===== src/rtl/lif_pkg.sv =====
// rtl/lif_pkg.sv - shared constants and arithmetic helpers for the LIF neuron array
package lif_pkg;

    localparam int NUM_IN_DEF         = 3;
    localparam int IN_W_DEF           = 4;
    localparam int STATE_W_DEF        = 8;
    localparam int LEAK_SHIFT_DEF     = 3;
    localparam int THRESH_DEFAULT_DEF = 64;
    localparam int REFRAC_CYC_DEF     = 2;
    localparam int OUT_WEIGHT_DEF     = 16;
    localparam int COUNT_W_DEF        = 8;

    // Add with one guard bit and clamp to max_val; callers pass operands
    // zero-extended to 32 bits, so widths up to 32 are supported.
    function automatic logic [31:0] sat_add(input logic [31:0] a,
                                            input logic [31:0] b,
                                            input logic [31:0] max_val);
        logic [32:0] s;
        s = {1'b0, a} + {1'b0, b};
        if (s > {1'b0, max_val}) return max_val;
        return s[31:0];
    endfunction

    function automatic logic [31:0] popcount(input logic [31:0] v);
        logic [31:0] cnt;
        cnt = '0;
        for (int i = 0; i < 32; i++) cnt = cnt + {31'b0, v[i]};
        return cnt;
    endfunction

endpackage


===== src/rtl/lif_neuron.sv =====
// rtl/lif_neuron.sv - one leaky integrate-and-fire neuron
// Ports: clk, reset (sync, active-high), i_in (input current), i_thr (firing
// threshold), o_spike (registered one-cycle spike), o_state (membrane potential).
// Optional refractory hold selected by macro LIF_REFRACTORY_EN.
module lif_neuron
    import lif_pkg::*;
#(
    parameter int IN_W_EFF   = IN_W_DEF,
    parameter int STATE_W    = STATE_W_DEF,
    parameter int LEAK_SHIFT = LEAK_SHIFT_DEF,
    parameter int REFRAC_CYC = REFRAC_CYC_DEF
) (
    input  logic                clk,
    input  logic                reset,
    input  logic [IN_W_EFF-1:0] i_in,
    input  logic [STATE_W-1:0]  i_thr,
    output logic                o_spike,
    output logic [STATE_W-1:0]  o_state
);

    localparam logic [31:0] SAT_MAX = 32'((64'(1) << STATE_W) - 64'(1));

    logic [STATE_W-1:0] r_state;
    logic               r_spike;
    logic [STATE_W-1:0] w_leaked;
    logic [STATE_W-1:0] w_sum;
    logic               w_fire;

    assign w_leaked = r_state - (r_state >> LEAK_SHIFT);
    assign w_sum    = STATE_W'(sat_add(32'(w_leaked), 32'(i_in), SAT_MAX));
    // Unsigned compare: a zero threshold fires on every active cycle.
    assign w_fire   = (w_sum >= i_thr);

`ifdef LIF_REFRACTORY_EN
    // Width stays at least 1 so REFRAC_CYC=0 still elaborates; the counter
    // then only ever loads zero and the neuron never holds.
    localparam int RC_W = (REFRAC_CYC > 0) ? $clog2(REFRAC_CYC + 1) : 1;
    localparam logic [RC_W-1:0] RC_LOAD = RC_W'(REFRAC_CYC);

    logic [RC_W-1:0] r_refrac;

    always_ff @(posedge clk) begin
        if (reset) begin
            r_state  <= '0;
            r_spike  <= 1'b0;
            r_refrac <= '0;
        end else if (r_refrac != '0) begin
            r_state  <= '0;
            r_spike  <= 1'b0;
            r_refrac <= r_refrac - 1'b1;
        end else if (w_fire) begin
            r_state  <= '0;
            r_spike  <= 1'b1;
            r_refrac <= RC_LOAD;
        end else begin
            r_state  <= w_sum;
            r_spike  <= 1'b0;
        end
    end
`else
    always_ff @(posedge clk) begin
        if (reset) begin
            r_state <= '0;
            r_spike <= 1'b0;
        end else if (w_fire) begin
            r_state <= '0;
            r_spike <= 1'b1;
        end else begin
            r_state <= w_sum;
            r_spike <= 1'b0;
        end
    end
`endif

    assign o_spike = r_spike;
    assign o_state = r_state;

endmodule


===== src/rtl/lif_neuron_array.sv =====
// rtl/lif_neuron_array.sv - NUM_IN input LIF neurons feeding one weighted output neuron
// Ports: clk, reset (sync, active-high), in_vec (packed input currents),
// thr_we/thr_in (shared threshold load), spikes (input-neuron spikes),
// spike_out/out_state (output neuron), spike_count (wrapping spike_out count).
// Macro LIF_REFRACTORY_EN enables per-neuron refractory hold.
module lif_neuron_array
    import lif_pkg::*;
#(
    parameter int NUM_IN         = NUM_IN_DEF,
    parameter int IN_W           = IN_W_DEF,
    parameter int STATE_W        = STATE_W_DEF,
    parameter int LEAK_SHIFT     = LEAK_SHIFT_DEF,
    parameter int THRESH_DEFAULT = THRESH_DEFAULT_DEF,
    parameter int REFRAC_CYC     = REFRAC_CYC_DEF,
    parameter int OUT_WEIGHT     = OUT_WEIGHT_DEF,
    parameter int COUNT_W        = COUNT_W_DEF
) (
    input  logic                   clk,
    input  logic                   reset,
    input  logic [NUM_IN*IN_W-1:0] in_vec,
    input  logic                   thr_we,
    input  logic [STATE_W-1:0]     thr_in,
    output logic [NUM_IN-1:0]      spikes,
    output logic                   spike_out,
    output logic [STATE_W-1:0]     out_state,
    output logic [COUNT_W-1:0]     spike_count
);

    // Wide enough for popcount * weight before clamping to the state range.
    localparam int W_W = STATE_W + $clog2(NUM_IN + 1);
    localparam logic [W_W-1:0] W_MAX = W_W'({STATE_W{1'b1}});

    logic [STATE_W-1:0] r_thr;
    logic [COUNT_W-1:0] r_count;
    logic [W_W-1:0]     w_weighted;
    logic [STATE_W-1:0] w_out_in;

    always_ff @(posedge clk) begin
        if (reset) r_thr <= STATE_W'(THRESH_DEFAULT);
        else if (thr_we) r_thr <= thr_in;
    end

    for (genvar i = 0; i < NUM_IN; i++) begin : g_in
        lif_neuron #(
            .IN_W_EFF   (IN_W),
            .STATE_W    (STATE_W),
            .LEAK_SHIFT (LEAK_SHIFT),
            .REFRAC_CYC (REFRAC_CYC)
        ) u_neuron (
            .clk     (clk),
            .reset   (reset),
            .i_in    (in_vec[i*IN_W +: IN_W]),
            .i_thr   (r_thr),
            .o_spike (spikes[i]),
            .o_state ()
        );
    end

    assign w_weighted = W_W'(popcount(32'(spikes))) * W_W'(OUT_WEIGHT);
    assign w_out_in   = (w_weighted > W_MAX) ? {STATE_W{1'b1}} : w_weighted[STATE_W-1:0];

    lif_neuron #(
        .IN_W_EFF   (STATE_W),
        .STATE_W    (STATE_W),
        .LEAK_SHIFT (LEAK_SHIFT),
        .REFRAC_CYC (REFRAC_CYC)
    ) u_out (
        .clk     (clk),
        .reset   (reset),
        .i_in    (w_out_in),
        .i_thr   (r_thr),
        .o_spike (spike_out),
        .o_state (out_state)
    );

    always_ff @(posedge clk) begin
        if (reset) r_count <= '0;
        else if (spike_out) r_count <= r_count + 1'b1;
    end

    assign spike_count = r_count;

endmodule


===== config.mk =====
export PLATFORM = sky130hd
export DESIGN_NAME = lif_neuron_array
export DESIGN_NICKNAME = d
export VERILOG_FILES = /design/src/rtl/lif_pkg.sv /design/src/rtl/lif_neuron.sv /design/src/rtl/lif_neuron_array.sv
export SDC_FILE = /design/constraint.sdc
export NUM_CORES = 1
export LEC_CHECK = 0
export ABC_CLOCK_PERIOD_IN_PS = 10800
export BUFFER_PORTS_ARGS = -buffer_cell sky130_fd_sc_hd__buf_4
export CAP_MARGIN = 40
export CORE_UTILIZATION = 45
export DETAILED_ROUTE_END_ITERATION = 10
export GPL_ROUTABILITY_DRIVEN = 0
export PLACE_DENSITY = 0.66
export SETUP_SLACK_MARGIN = 0.05
export SYNTH_ARGS = -nofsm -noshare
export SYNTH_HDL_FRONTEND = slang
export SYNTH_HIERARCHICAL = 1
export SYNTH_SLANG_ARGS = --single-unit

===== constraint.sdc =====
create_clock -name clk -period 10.8 [get_ports clk]
set_input_delay 0.54 -clock clk [delete_from_list [all_inputs] [get_ports clk]]
set_output_delay 0.54 -clock clk [all_outputs]
set_load 0.1 [all_outputs]

==> results of run 1 <==
## how the worst max path moves through the flow
stage | slack, ps | endpoint | start
2_1_floorplan | 6350 | u_out/o_state[6] | u_out/o_state[5]
3_3_place_gp | 6120 | g_in[0].u_neuron/o_state[6] | g_in[0].u_neuron/o_state[0]
3_5_place_dp | 5980 | g_in[0].u_neuron/o_state[6] | g_in[0].u_neuron/o_state[3]
4_1_cts | 5960 | g_in[0].u_neuron/o_state[6] | g_in[0].u_neuron/o_state[3]
5_1_grt | 5520 | g_in[0].u_neuron/o_state[6] | g_in[0].u_neuron/o_state[3]
6_report | 5940 | g_in[0].u_neuron/o_state[6] | g_in[0].u_neuron/o_state[3]
## flip-flops by register name (all words and copies together) (netlist names)
name                   count
g_in.u_neuron/o_state     24
r_thr                      8
spike_count                8
u_out/o_state              8
g_in.u_neuron/o_spike      3
u_out/o_spike              1
## metal layers
layer | track usage [%] | vias to the layer above | part of all wire (%)
met1 | 22.29 | 1851 | 46
li1 | - | 2031 | -
met2 | 35.57 | 29 | 51
met3 | 2.495 | 5 | 2.2
met5 | 0 | - | 0
met4 | 3.421 | 0 | 0.57
## area by class of cell
| type | count | area, sq um |
|---|---|---|
| Clock buffer | 5 | 68.82 |
| Tap cell | 136 | 170.2 |
| Sequential cell | 52 | 1041 |
| Clock inverter | 3 | 22.52 |
| Multi-Input combinational cell | 431 | 3386 |
| Inverter | 77 | 289.0 |
| Fill cell | 1014 | 4985 |
| Timing Repair Buffer | 42 | 315.3 |
## kinds of logic after synthesis
kind of cell	count (synthesis)
flip-flops	52
XOR/XNOR	35
AO/OA/AOI/OAI	132
AND/OR/NAND/NOR	166
buffers and inverters	86
multiplexers	9
other	1
adder cells (fa/ha/maj)	82
## per-stage QoR
stage               hold slack, ps  std cells  instance area [sq um]
finish                       432.7        746                   5293
CTS                          431.2        746                   5293
detailed placement           482.1        738                   5201
global placement             470.2        738                   5201
global route                 429.3        746                   5293
floorplan                    526.5        569                   4785
## critical path, cell delays in order (launching register included)
cell	delay [ps]
dfxtp_1	360
ha_1	170
inv_1	50
fa_1	510
inv_1	60
fa_1	420
nor2b_1	130
o21ai_0	80
nand2b_1	150
nand2_1	120
or4_1	720
and2_4	240
ha_1	250
nand2b_1	150
a211oi_1	240
nor3_1	70
o31a_1	250
nor3_1	570
o311a_1	280
## synth_stat cells (5+ instances only)
cell	n	area, sq um
a21oi_1	35	175.2
fa_1	9	180.2
ha_1	73	913.4
xor2_1	15	131.4
nand2b_1	15	93.84
inv_1	77	289.0
xnor2_1	19	166.4
a21boi_2	8	90.09
or3_1	9	56.30
o21a_1	8	60.06
a21oi_2	9	78.83
o21ai_0	16	80.08
a211oi_1	8	60.06
nand2_1	38	142.6
o21ai_1	5	25.02
a21o_1	8	60.06
mux2i_1	9	90.09
nor2b_1	12	75.07
nor3_1	15	75.07
dfxtp_1	52	1041
nand3_1	9	45.04
nor2_1	34	127.6
==> metrics.md, run 1 <==
| Metric | Value |
|---|---|
| Worst hold path cell count | 2 |
| Vias/cell | 5.249 |
| Flops & latches, synth | 52 |
| Post-CTS setup buffers | 0 |
| CTS Sinks | 52 |
| Worst endpoint required time | 11050 ps |
| Main combinational cell family by area after synthesis | adder cells |
| Synth Area in Adders | 22.96% |
| Max-slew violation count | 0 |
| Post-synthesis cell type count | 66 |
| HP Start | thr_in[6] |
| Setup Viol. Count Final | 0 |
| Detail Placement HPWL | 8027 um |
| GRT Util Overall | 18.69% |
| Crit path arrival time | 5110 ps |
| Sequential share of the synthesized area | 21.86% |
| Drt first-iter violations | 88 |
| Mapped Cells | 563 |
| Antenna Cells | 0 |
| Number of top-level pins | 43 |
| Die X-Extent | 104.9 um |
| Vias after detailed routing | 3916 |
| Worst R2R Setup Slack | 5940 ps |
| CTS Buffer Depth | 2 |
| DR WL/cell | 12.99 um |
| Fmax | 205.8 MHz |
| WS Path Type | reg2reg |
| CTS root buf | clkbuf_8 |
| Commonest non-fill, non-tap cell in the layout | inv_1 |
| Vias in the first global route | 3928 |
| Post-synthesis simple-gate area fraction | 18.86% |
| Setup WS pre-CTS | 5980 ps |
| Final hold vios | 0 |
| # DRC | 0 |
| Clock Latency Late Sink | 310 ps |
| Cts repair resizes | 0 |
| Max-cap violations | 0 |
| Worst-Margin Slew | 751.8 ps |
| Layout overhead on the synthesized area | 11.14% |
| Post-synthesis mux area share | 1.892% |
| Routed WL | 9693 um |
| GR Overflow Total | 0 |
| Most frequent cells in the layout | 77 x inv_1, 73 x ha_1, 52 x dfxtp_1 |
| Num CTS Buffers | 5 |
| Clock Pin Slew Worst Setup and Hold Paths | 100 ps |
| Starting Density | 46.34% |
| Initial antenna violation count | 0 |
| Minimum clock period | 4858 ps |
| Worst r2r dst | g_in[0].u_neuron/o_state[6] |
| Outcome | finished clean |
| R2R Path Start | g_in[0].u_neuron/o_state[3] |
| Worst slew margin | 49.50% |
| Mapped Area | 4762 sq um |
| Post-layout util | 51.50% |
| H-tree level count | 2 |
| Reg2Reg Depth | 18 |
| Nets | 714 |
| Hold Path Sink | r_thr[6] |
| XOR/XNOR Fraction of Synth Area | 6.595% |
| Ratio of cells with drive above 1 in the final layout | 14.59% |
| Post-Syn Area per Cell | 8.458 sq um |
| Yosys warning count | 6 |
| Setup TNS Final | 0 ps |
| Row Count | 37 |
| Critical Path End Type | flop |
| Die span in y | 104.9 um |
| Remaining antenna violation count | 0 |
| Largest net degree at the start of global routing | 25 |
| Core area | 10280 sq um |
| Die Area | 11000 sq um |
| Synth Area in Compound Gates | 20.23% |
| Final Skew | 13.11 ps |
| Ys async rst share | 0% |
| CP max FO | 8 |
| HP Class | in2reg |
| Number of flops mapped to enable cells by yosys | 0 |
| RSZ-0062 raised after global routing | false |
| Startpoint types | flop |
| Hold_buf cts | 0 |
| CTS tree | built |
| Setup WS post-layout | 5942 ps |
| Top FF cell, synth | dfxtp_1 |
| Part of the cycle the worst path needs | 44.98% |
| Buffers on Ports | 42 |
| Pre-Repair DR Iteration Count | 4 |
| First-pass GRT wire length | 17120 um |
Power of run 1 is left out: the tool's default activity adds up to more than one toggle a clock period on the data nets, which glitch-free logic cannot reach.
==> run 2, diff against run 1 <==
Settings changed: ABC_AREA from default to 1, ABC_CLOCK_PERIOD_IN_PS 10800 to 4600.
Clock period 10.8 ns to 4.6 ns, I/O delays scaled along.
==> run 2 against run 1 <==
Compared with the run above:
- area after synthesis increased by 6.7%
- highest routed layer unchanged
- critical path type unchanged
- critical path depth stayed put
- core utilization up 0.84 points
==> metrics.md, run 2 <==
| Metric | Value |
|---|---|
| CP cell instances | ha_1 -> inv_1 -> fa_1 -> inv_1 -> fa_1 -> o21ai_0 -> a21oi_1 -> nor2_4 -> nand2_4 -> nor2_4 -> nand2_2 -> nand2_1 -> ha_1 -> a21oi_1 -> nor2_1 -> a211oi_1 -> nand4_1 -> a21oi_1 |
| Layout overhead on the synthesized area | 12.60% |
| Final hold vios | 0 |
| Row Count | 38 |
| Outcome | finished clean |
| Mapped Cells | 760 |
| GR Overflow Total | 0 |
| Startpoint types | flop |
| Hold_buf cts | 0 |
| Number of top-level pins | 43 |
| Vias after detailed routing | 4674 |
| Most frequent CP cell | a21oi_1 |
| Core area | 10940 sq um |
| WS Path Type | reg2reg |
| Clock Pin Slew Worst Setup and Hold Paths | 70 ps |
| Part of the cycle the worst path needs | 86.06% |
| Post-synth top area cell | dfxtp_1 |
| Die X-Extent | 108.3 um |
| Ratio of cells with drive above 1 in the final layout | 14.06% |
| Fmax | 252.6 MHz |
| Minimum clock period | 3959 ps |
| Yosys warning count | 6 |
| Number of flip-flops in the largest register | 24 |
| Max-cap violations | 0 |
| Critical Path End Type | flop |
| Cts repair resizes | 0 |
| Post-CTS setup buffers | 0 |
| Remaining antenna violation count | 0 |
| Largest cells by area after synthesis | dfxtp_1 20%, ha_1 18%, nand2_1 14%, inv_1 10%, nor2_1 5.2% |
| CTS Buffer Depth | 2 |
| Num CTS Buffers | 5 |
| Post-Syn Area per Cell | 6.687 sq um |
| Buffers on Ports | 42 |
| Most frequent cells after synthesis | 193 x nand2_1, 138 x inv_1, 73 x ha_1, 70 x nor2_1, 52 x dfxtp_1 |
| Critical Path Max Stage Delay | 510 ps |
| Starting Density | 46.48% |
| Ys async rst share | 0% |
| Largest net degree at the start of global routing | 17 |
| HP Class | in2reg |
| WP buf/inv | 2 |
| Flops & latches, synth | 52 |
| # DRC | 0 |
| Number of flops mapped to enable cells by yosys | 0 |
| Worst endpoint required time | 4810 ps |
| CTS root buf | clkbuf_16 |
| Final Skew | 4.442 ps |
| CP max FO | 13 |
| CTS Sinks | 52 |
| CTS tree | built |
| Max-slew violation count | 0 |
| Top FF cell, synth | dfxtp_1 |
| DR WL/cell | 11.50 um |
| Die span in y | 108.3 um |
| Antenna Cells | 0 |
| Drt first-iter violations | 180 |
| Most common cell in the netlist | nand2_1 |
| Setup TNS Final | 0 ps |
| Detail Placement HPWL | 9293 um |
| Most frequent cells in the layout | 193 x nand2_1, 138 x inv_1, 73 x ha_1 |
| Sequential share of the synthesized area | 20.48% |
| Slowest-stage cell, CP | fa_1 |
| Mapped Area | 5082 sq um |
| Routed WL | 10940 um |
| Clock Latency Late Sink | 290 ps |
| Setup Viol. Count Final | 0 |
| RSZ-0062 raised after global routing | false |
| Pre-Repair DR Iteration Count | 5 |
| Vias/cell | 4.915 |
| Share of the synthesized area in the top cell type | 20.48% |
| Nets | 915 |
| H-tree level count | 2 |
| Post-synthesis cell type count | 37 |
| Crit path arrival time | 4170 ps |
| Vias in the first global route | 4380 |
| First-pass GRT wire length | 18600 um |
| Initial antenna violation count | 0 |
| Die Area | 11720 sq um |
| GRT Util Overall | 19.48% |
| CP top delay family | adder cells |
| Commonest non-fill, non-tap cell in the layout | nand2_1 |
-- run 2: cell count changes in the layout (fill, tap and decap cells not counted), sizes merged, moves of 9 or more --
cell | before | now
nand2 | 38 | 212
inv | 78 | 149
nand3 | 9 | 55
nor2 | 35 | 76
nand2b | 15 | 0
nor3 | 17 | 2
nor2b | 14 | 0
a21oi | 44 | 57
a21boi | 10 | 0
or3 | 10 | 0
mux2i | 9 | 0
-- run 2: worst paths after layout --
path | from | end | slack [ps] | cells past startpoint
max | g_in[1].u_neuron/o_state[3] | g_in[1].u_neuron/o_state[1] | 640 | 18
min | thr_in[6] | r_thr[6] | 160 | 3
max reg2reg | g_in[1].u_neuron/o_state[3] | g_in[1].u_neuron/o_state[1] | 640 | 18
min reg2reg | spike_count[4] | spike_count[4] | 520 | 2
-- run 2: tightest hold or removal path: cells and delay by family --
kind	cells	cell delay [ps]
simple gates	2	100
buf+inv	1	80
-- run 2: metal layers --
layer | track usage [%] | up-vias | part of all wire (%)
met5 | 0 | - | 0
met4 | 3.378 | 0 | 1.0
met3 | 2.049 | 10 | 2.7
met2 | 36.67 | 56 | 50
met1 | 23.96 | 2122 | 46
li1 | - | 2486 | -
-- run 2: final cells by class --
type / instances / area, sq um
clock buffer: 6 / 138.9
tap: 140 / 175.2
fill: 1073 / 5213
multi-input combinational: 558 / 3446
inverter: 151 / 568.0
clock inverter: 2 / 38.79
timing repair buffer: 42 / 315.3
sequential: 52 / 1041
-- run 2: cells by family after synthesis --
kind of cell | Yosys count | share of synthesized area [%]
AOI/OAI and AO/OA | 84 | 9.626
xor gates and xnor gates | 21 | 3.619
adders and majority gates | 82 | 21.52
buffers and inverters | 156 | 12.16
DFF | 52 | 20.48
other | 1 | 0.07378
and+or+nand+nor | 364 | 32.52
-- run 2: per-stage QoR --
| step | setup WS [ps] | std cells | instance area [sq um] | utilization [%] | hold slack (ps) |
|---|---|---|---|---|---|
| final | 641.5 | 951 | 5723 | 52.33 | 160.7 |
| after global routing | 316.5 | 951 | 5723 | 52.33 | 177.5 |
| after CTS | 654.2 | 951 | 5723 | 52.33 | 163.3 |
| after detailed placement | 681.1 | 943 | 5545 | 50.71 | 456.3 |
| after global placement | 792.3 | 943 | 5545 | 50.71 | 453.3 |
| after floorplan | 469.8 | 766 | 5105 | - | 309.3 |
Power of run 2 is left out for the same reason.
